`src/rtl/unified_mem_arbiter_pkg.sv`:
```
`default_nettype none
// ============================================================================
// unified_mem_arbiter_pkg: shared encodings for the unified memory arbiter (rev 1.0)
// ============================================================================
package unified_mem_arbiter_pkg;

  typedef enum logic [0:0] {
    ST_IDLE = 1'b0,
    ST_WAIT = 1'b1
  } state_e;

  typedef enum logic [0:0] {
    OWN_IF = 1'b0,
    OWN_D  = 1'b1
  } owner_e;

  localparam logic [2:0] FUNC3_WORD = 3'b010;

endpackage
`default_nettype wire

```
`src/rtl/unified_mem_arbiter_if.sv`:
```
`default_nettype none
// ============================================================================
// unified_mem_arbiter_if: pipeline (IF/MEM) and memory signals of the arbiter (rev 1.0)
// ============================================================================
interface unified_mem_arbiter_if #(
  parameter int ADDR_W = 10
);
  logic              if_req;
  logic [ADDR_W-1:0] if_addr;
  logic              if_flush;
  logic              if_ready;
  logic              if_rvalid;
  logic [31:0]       if_rdata;

  logic              d_req;
  logic              d_we;
  logic [ADDR_W-1:0] d_addr;
  logic [31:0]       d_wdata;
  logic [2:0]        d_func3;
  logic              d_ready;
  logic              d_rvalid;
  logic [31:0]       d_rdata;

  logic [ADDR_W-1:0] mem_addr;
  logic              mem_read;
  logic              mem_write;
  logic [31:0]       mem_wdata;
  logic [2:0]        mem_func3;
  logic [31:0]       mem_rdata;

  logic              stall_if;
  logic              stall_mem;

  // Arbiter side: consumes pipeline requests and memory read data.
  modport slave (
    input  if_req, if_addr, if_flush, d_req, d_we, d_addr, d_wdata, d_func3, mem_rdata,
    output if_ready, if_rvalid, if_rdata, d_ready, d_rvalid, d_rdata,
    output mem_addr, mem_read, mem_write, mem_wdata, mem_func3, stall_if, stall_mem
  );

  // Pipeline + memory side.
  modport master (
    output if_req, if_addr, if_flush, d_req, d_we, d_addr, d_wdata, d_func3, mem_rdata,
    input  if_ready, if_rvalid, if_rdata, d_ready, d_rvalid, d_rdata,
    input  mem_addr, mem_read, mem_write, mem_wdata, mem_func3, stall_if, stall_mem
  );

endinterface
`default_nettype wire

```
`src/rtl/arb_latency_counter.sv`:
```
`default_nettype none
// ============================================================================
// arb_latency_counter: loadable down-counter, tc_o flags the final count of 1 (rev 1.0)
// ============================================================================
module arb_latency_counter (
  input  wire logic       clk,
  input  wire logic       rst,
  input  wire logic       load_i,
  input  wire logic [2:0] load_val_i,
  input  wire logic       en_i,
  output logic            tc_o
);

  logic [2:0] cnt_q;
  logic [2:0] cnt_d;

  always_comb begin
    cnt_d = cnt_q;
    if (load_i) begin
      cnt_d = load_val_i;
    end else if (en_i && (cnt_q != 3'd0)) begin
      cnt_d = cnt_q - 3'd1;
    end
  end

  always_ff @(posedge clk or negedge rst) begin
    if (!rst) begin
      cnt_q <= 3'd0;
    end else begin
      cnt_q <= cnt_d;
    end
  end

  assign tc_o = (cnt_q == 3'd1);

endmodule
`default_nettype wire

```
`src/rtl/unified_mem_arbiter.sv`:
```
`default_nettype none
// ============================================================================
// unified_mem_arbiter: IF/MEM arbiter for a fixed-latency unified memory (rev 1.0)
// ============================================================================
module unified_mem_arbiter
  import unified_mem_arbiter_pkg::*;
#(
  parameter int ADDR_W     = 10,
  parameter int MEM_LAT    = 1,
  parameter int STARVE_MAX = 4
) (
  input wire logic              clk,
  input wire logic              rst,
  unified_mem_arbiter_if.slave  bus
);

  state_e     state_q;
  owner_e     owner_q;
  logic       we_q;
  logic       cancel_q;
  logic [3:0] st_cnt_q;

  logic              w_if_elig;
  logic              w_idle;
  logic              w_d_win;
  logic              w_if_win;
  logic              w_grant;
  logic              w_tc;
  logic              w_done;
  logic              w_if_rvalid;
  logic              w_d_rvalid;
  logic [ADDR_W-1:0] w_mem_addr;

  // Everything is qualified by rst so the block is fully silent while held in reset.
  assign w_if_elig = bus.if_req & ~bus.if_flush;
  assign w_idle    = rst & (state_q == ST_IDLE);
  assign w_d_win   = w_idle & bus.d_req & (~w_if_elig | (st_cnt_q < 4'(STARVE_MAX)));
  assign w_if_win  = w_idle & w_if_elig & ~w_d_win;
  assign w_grant   = w_d_win | w_if_win;
  assign w_done    = rst & (state_q == ST_WAIT) & w_tc;

  arb_latency_counter u_lat_cnt (
    .clk        (clk),
    .rst        (rst),
    .load_i     (w_grant),
    .load_val_i (3'(MEM_LAT)),
    .en_i       (state_q == ST_WAIT),
    .tc_o       (w_tc)
  );

  always_ff @(posedge clk or negedge rst) begin
    if (!rst) begin
      state_q  <= ST_IDLE;
      owner_q  <= OWN_IF;
      we_q     <= 1'b0;
      cancel_q <= 1'b0;
      st_cnt_q <= 4'd0;
    end else begin
      case (state_q)
        ST_IDLE: begin
          if (w_grant) begin
            state_q  <= ST_WAIT;
            owner_q  <= w_d_win ? OWN_D : OWN_IF;
            we_q     <= w_d_win & bus.d_we;
            cancel_q <= 1'b0;
          end
        end
        ST_WAIT: begin
          if ((owner_q == OWN_IF) && bus.if_flush) begin
            cancel_q <= 1'b1;
          end
          if (w_tc) begin
            state_q  <= ST_IDLE;
            cancel_q <= 1'b0;
          end
        end
        default: state_q <= ST_IDLE;
      endcase

      if (w_if_win || !w_if_elig) begin
        st_cnt_q <= 4'd0;
      end else if (w_d_win && (st_cnt_q < 4'(STARVE_MAX))) begin
        st_cnt_q <= st_cnt_q + 4'd1;
      end
    end
  end

  // A flush landing in the response cycle itself also suppresses the fetch response.
  assign w_if_rvalid = w_done & (owner_q == OWN_IF) & ~cancel_q & ~bus.if_flush;
  assign w_d_rvalid  = w_done & (owner_q == OWN_D);
  assign w_mem_addr  = w_d_win ? bus.d_addr : (w_if_win ? bus.if_addr : '0);

  assign bus.if_ready  = w_if_win;
  assign bus.d_ready   = w_d_win;
  assign bus.mem_addr  = w_mem_addr;
  assign bus.mem_read  = w_if_win | (w_d_win & ~bus.d_we);
  assign bus.mem_write = w_d_win & bus.d_we;
  assign bus.mem_wdata = (w_d_win & bus.d_we) ? bus.d_wdata : 32'd0;
  assign bus.mem_func3 = w_d_win ? bus.d_func3 : (w_if_win ? FUNC3_WORD : 3'd0);

  assign bus.if_rvalid = w_if_rvalid;
  assign bus.if_rdata  = w_if_rvalid ? bus.mem_rdata : 32'd0;
  assign bus.d_rvalid  = w_d_rvalid;
  assign bus.d_rdata   = (w_d_rvalid & ~we_q) ? bus.mem_rdata : 32'd0;

  assign bus.stall_if  = rst & bus.if_req & ~w_if_rvalid & ~bus.if_flush;
  assign bus.stall_mem = rst & bus.d_req & ~w_d_rvalid;

endmodule
`default_nettype wire

```
`src/flat_wrapper.sv`:
```
// flat-port wrapper written by rule: the top's interface ports become plain ports
module unified_mem_arbiter_flat import unified_mem_arbiter_pkg::*;
#(
  parameter int ADDR_W     = 10,
  parameter int MEM_LAT    = 1,
  parameter int STARVE_MAX = 4
)
  (clk, rst, bus_if_req, bus_if_addr, bus_if_flush, bus_d_req, bus_d_we, bus_d_addr, bus_d_wdata, bus_d_func3, bus_mem_rdata, bus_if_ready, bus_if_rvalid, bus_if_rdata, bus_d_ready, bus_d_rvalid, bus_d_rdata, bus_mem_addr, bus_mem_read, bus_mem_write, bus_mem_wdata, bus_mem_func3, bus_stall_if, bus_stall_mem);
  unified_mem_arbiter_if #(.ADDR_W(ADDR_W)) bus_i ();
  input wire logic clk;
  input wire logic rst;
  input wire logic [$bits(bus_i.if_req)-1:0] bus_if_req;
  input wire logic [$bits(bus_i.if_addr)-1:0] bus_if_addr;
  input wire logic [$bits(bus_i.if_flush)-1:0] bus_if_flush;
  input wire logic [$bits(bus_i.d_req)-1:0] bus_d_req;
  input wire logic [$bits(bus_i.d_we)-1:0] bus_d_we;
  input wire logic [$bits(bus_i.d_addr)-1:0] bus_d_addr;
  input wire logic [$bits(bus_i.d_wdata)-1:0] bus_d_wdata;
  input wire logic [$bits(bus_i.d_func3)-1:0] bus_d_func3;
  input wire logic [$bits(bus_i.mem_rdata)-1:0] bus_mem_rdata;
  output wire logic [$bits(bus_i.if_ready)-1:0] bus_if_ready;
  output wire logic [$bits(bus_i.if_rvalid)-1:0] bus_if_rvalid;
  output wire logic [$bits(bus_i.if_rdata)-1:0] bus_if_rdata;
  output wire logic [$bits(bus_i.d_ready)-1:0] bus_d_ready;
  output wire logic [$bits(bus_i.d_rvalid)-1:0] bus_d_rvalid;
  output wire logic [$bits(bus_i.d_rdata)-1:0] bus_d_rdata;
  output wire logic [$bits(bus_i.mem_addr)-1:0] bus_mem_addr;
  output wire logic [$bits(bus_i.mem_read)-1:0] bus_mem_read;
  output wire logic [$bits(bus_i.mem_write)-1:0] bus_mem_write;
  output wire logic [$bits(bus_i.mem_wdata)-1:0] bus_mem_wdata;
  output wire logic [$bits(bus_i.mem_func3)-1:0] bus_mem_func3;
  output wire logic [$bits(bus_i.stall_if)-1:0] bus_stall_if;
  output wire logic [$bits(bus_i.stall_mem)-1:0] bus_stall_mem;
  assign bus_i.if_req = bus_if_req;
  assign bus_i.if_addr = bus_if_addr;
  assign bus_i.if_flush = bus_if_flush;
  assign bus_i.d_req = bus_d_req;
  assign bus_i.d_we = bus_d_we;
  assign bus_i.d_addr = bus_d_addr;
  assign bus_i.d_wdata = bus_d_wdata;
  assign bus_i.d_func3 = bus_d_func3;
  assign bus_i.mem_rdata = bus_mem_rdata;
  assign bus_if_ready = bus_i.if_ready;
  assign bus_if_rvalid = bus_i.if_rvalid;
  assign bus_if_rdata = bus_i.if_rdata;
  assign bus_d_ready = bus_i.d_ready;
  assign bus_d_rvalid = bus_i.d_rvalid;
  assign bus_d_rdata = bus_i.d_rdata;
  assign bus_mem_addr = bus_i.mem_addr;
  assign bus_mem_read = bus_i.mem_read;
  assign bus_mem_write = bus_i.mem_write;
  assign bus_mem_wdata = bus_i.mem_wdata;
  assign bus_mem_func3 = bus_i.mem_func3;
  assign bus_stall_if = bus_i.stall_if;
  assign bus_stall_mem = bus_i.stall_mem;
  unified_mem_arbiter #(.ADDR_W(ADDR_W), .MEM_LAT(MEM_LAT), .STARVE_MAX(STARVE_MAX)) u_core (.clk(clk), .rst(rst), .bus(bus_i));
endmodule
```
`config.mk`:
```
export PLATFORM = sky130hd
export DESIGN_NAME = unified_mem_arbiter_flat
export DESIGN_NICKNAME = d
export VERILOG_FILES = /design/src/rtl/unified_mem_arbiter_pkg.sv /design/src/rtl/unified_mem_arbiter_if.sv /design/src/rtl/arb_latency_counter.sv /design/src/rtl/unified_mem_arbiter.sv /design/src/flat_wrapper.sv
export SDC_FILE = /design/constraint.sdc
export NUM_CORES = 1
export LEC_CHECK = 0
export CORE_MARGIN = 5
export CORE_UTILIZATION = 25
export DETAILED_ROUTE_END_ITERATION = 8
export HOLD_SLACK_MARGIN = 0.12
export PLACE_DENSITY = 0.8
export SLEW_MARGIN = 20
export SYNTH_ARGS = -nofsm -noshare
export SYNTH_HDL_FRONTEND = slang
export SYNTH_SLANG_ARGS = --single-unit
```
`constraint.sdc`:
```
create_clock -name clk -period 3.1 [get_ports clk]
set_clock_uncertainty 0.1 [all_clocks]
set_input_delay 0.93 -clock clk [delete_from_list [all_inputs] [get_ports clk]]
set_output_delay 0.93 -clock clk [all_outputs]
set_load 0.02 [all_outputs]
```
==> qor.yml <==
status: "finished, final reports clean"
cp-end-kind: "primary output"
cts_root_buf: "clkbuf_8"
syn_area_sq_mm: 0.00155
postPlaceCellArea_sq_mm: 0.00378
rsz0062_at_grt: "yes"
clk_pin_slew_ns: 0.05
drc: 0
ys.warnings.count: 0
syn-num-nets: 315
synth_commonest_cells: "and2_1, nand2_1, dfrtp_1, o22ai_1, buf_2"
yosys.cell_count.top_type: "and2_1"
hold_depth: 1
grt_max_degree: 33
yosysTopAreaCell: "and2_1"
avgSynthCellArea_sq_um: 7.11
p_leak_nw: 1.98
cts.sinks: 11
synthTopCellsByArea: "and2_1, dfrtp_1, nand2_1, o22ai_1, ha_1"
rows: 28
nets: 545
initial_core_util_pct: 25.9
n_antenna_cell: 0
hold_viol: 0
max-vdd-ir-drop_mv: 0.413
antenna_left: 0
cts_tree: "yes"
insertion_delay_ns: 0.24
yosysSeqAreaShare_pct: 17.8
grt_pass1_wl_microns: 14200
routedWlPerCell_microns: 19.9
dpl.hpwl_microns: 7510
fin_hold_ws_ns: 0.433
synth_flop_cell: "dfrtp_1"
drt_iter0_markers: 107
syn2layout_area_growth_pct: 153
ys_seq_elements: 11
vias: 2421
path_max_fanout: 16
max_freq_mhz: 324
nFillCells: 550
drive_gt1_share_pct: 43.8
rr_worst_depth: 6
swShare_pct: 43.4
maxSlewViolCount: 0
antenna_found_initial: 0
core_area_sq_mm: 0.00599
internal_power_uw: 706
startpoint_type: "primary input"
cts_made_buffers: 3
yosysTopAreaCellShare_pct: 38.7
power_switching_uw: 541
p_comb_share_pct: 69.5
dieArea_sq_mm: 0.00788
p_clk_share_pct: 11.4
multi_input_area_sq_mm: 0.00132
cts_max_level: 1
crit_type: "in2out"
powerDensity_mw_per_mm2: 318
worst_pin_slew_ns: 0.532
fin_area_sq_mm: 0.00393
fin_crit_ns: 3.09
routed_wirelength_microns: 10400
gp_congestion: 0.896
ctsHoldBuffers: 0
postSynthCellCount: 218
grt_util_all_layers_pct: 23.8
seq_area_sq_um: 275
port_buffers: 209
die_w_microns: 88.7
min_path_type: "reg2reg"
cap_viol_max_count: 0
clk_path_buf_depth: 2
total_power_mw: 1.25
crit_required_ns: 2.07
seqPwrFrac_pct: 19.1
grt.overflow.total: 0
ios: 210
synth-edff-count: 0
synth-async-reset-ratio_pct: 100
crit_arrival_ns: 2.06
setup-violations-final: 0
grt_pass1_vias: 2368
drtPass1Iterations: 4
die_h_microns: 88.7
synth.distinct_cells: 31
slew_headroom_pct: 64.4
viasPerCell: 4.64
fin_crit_sh_pct: 99.7
## cell families (layout without fill, tap and decap cells)
kind of cell,Yosys count,after routing,share of synthesized area [%]
AOI/OAI and AO/OA,29,32,12.1
adders and majority gates,4,4,3.23
buffers and inverters,23,249,8.72
DFF,11,11,17.8
muxes,1,1,0.646
and+or+nand+nor,150,150,57.5
## per-stage QoR
| step | setup TNS [ns] | util (%) | setup WS [ns] | instances |
|---|---|---|---|---|
| finish | 0 | 65.5 | 0.0102 | 522 |
| global route | -1.60 | 65.5 | -0.0809 | 522 |
| CTS | 0 | 63.2 | 0.0000622 | 520 |
| detailed placement | -86.15 | 63.2 | -0.811 | 503 |
| global placement | -83.58 | 63.2 | -0.797 | 503 |
| floorplan | 0 | - | 0.128 | 218 |
## flip-flops by register name, summed over array words and instances (netlist names)
| signal | cells |
|---|---|
| u_core.st_cnt_q | 4 |
| u_core.u_lat_cnt.cnt_q | 3 |
| u_core.cancel_q | 1 |
| u_core.owner_q | 1 |
| u_core.state_q | 1 |
| u_core.we_q | 1 |
## cell type report
| type | count | share of cell area, % |
|---|---|---|
| Timing Repair Buffer | 239 | 55.3 |
| Sequential cell | 11 | 7.01 |
| Multi-Input combinational cell | 187 | 33.6 |
| Clock buffer | 4 | 1.15 |
| Tap cell | 75 | 2.39 |
| Inverter | 6 | 0.574 |
## worst paths after layout
check / end / from / slack, ns
worst min-delay path: u_core.st_cnt_q[3]$_DFFE_PN0P_ / u_core.st_cnt_q[3]$_DFFE_PN0P_ / 0.43
worst max register to register: u_core.owner_q$_DFFE_PN0P_ / u_core.st_cnt_q[3]$_DFFE_PN0P_ / 1.40
worst max-delay path: bus_if_rdata[22] / rst / 0.01
max in group asynchronous: u_core.st_cnt_q[2]$_DFFE_PN0P_ / rst / 2.11
worst min register to register: u_core.st_cnt_q[3]$_DFFE_PN0P_ / u_core.st_cnt_q[3]$_DFFE_PN0P_ / 0.43
min in group asynchronous: u_core.owner_q$_DFFE_PN0P_ / rst / 0.62
## critical path, stage by stage
cell       delay [ns]
buf_8            0.08
buf_6            0.10
nand4b_4         0.11
nor4_4           0.14
buf_4            0.17
bufbuf_16        0.27
and2_1           0.13
buf_4            0.13
## power groups by stage
stage / clock network (mW) / registers [mW] / logic, mW
after floorplan: 0 / 0.222 / 0.412
after global placement: 0 / 0.231 / 0.780
after detailed placement: 0 / 0.234 / 0.798
after CTS: 0.145 / 0.234 / 0.816
after global routing: 0.152 / 0.246 / 0.936
final: 0.143 / 0.238 / 0.866
## metal layers
layer,GRT usage (%),wire length [microns],share of wire [%],vias up
met4,4.26,163,1.6,0
li1,-,-,-,1184
met1,27.4,3820,37,1108
met3,5.31,915,8.8,14
met5,0,0,0,-
met2,44.8,5490,53,115
## cells in the final DEF, fill, tap and decap left out, drive strengths merged, types with 2 or more instances in the layout
cell / netlist / final
dlygate4sd2: 0 / 3
clkbuf: 3 / 35
and2: 96 / 96
o21a: 2 / 2
nand4: 2 / 2
nor3: 4 / 4
nand2: 26 / 26
and3: 5 / 5
clkdlybuf4s50: 0 / 87
ha: 4 / 4
dfrtp: 11 / 11
nor2b: 2 / 2
nand4b: 2 / 2
o2111a: 1 / 4
inv: 6 / 6
a21oi: 7 / 7
buf: 14 / 113
o21ai: 6 / 6
o22ai: 10 / 10
nor2: 7 / 7
nand2b: 3 / 3
bufbuf: 0 / 3
## timing repair
| action | 4_1_cts | 5_1_grt |
|---|---|---|
| pin swaps | 5 | 8 |
| endpoints found under the setup margin | 117 | 107 |
| gates cloned | 7 | 2 |
| buffers inserted | 6 | 0 |
| gates resized for setup | 406 | 182 |
Note: power is estimated with default switching activity, not from simulation.
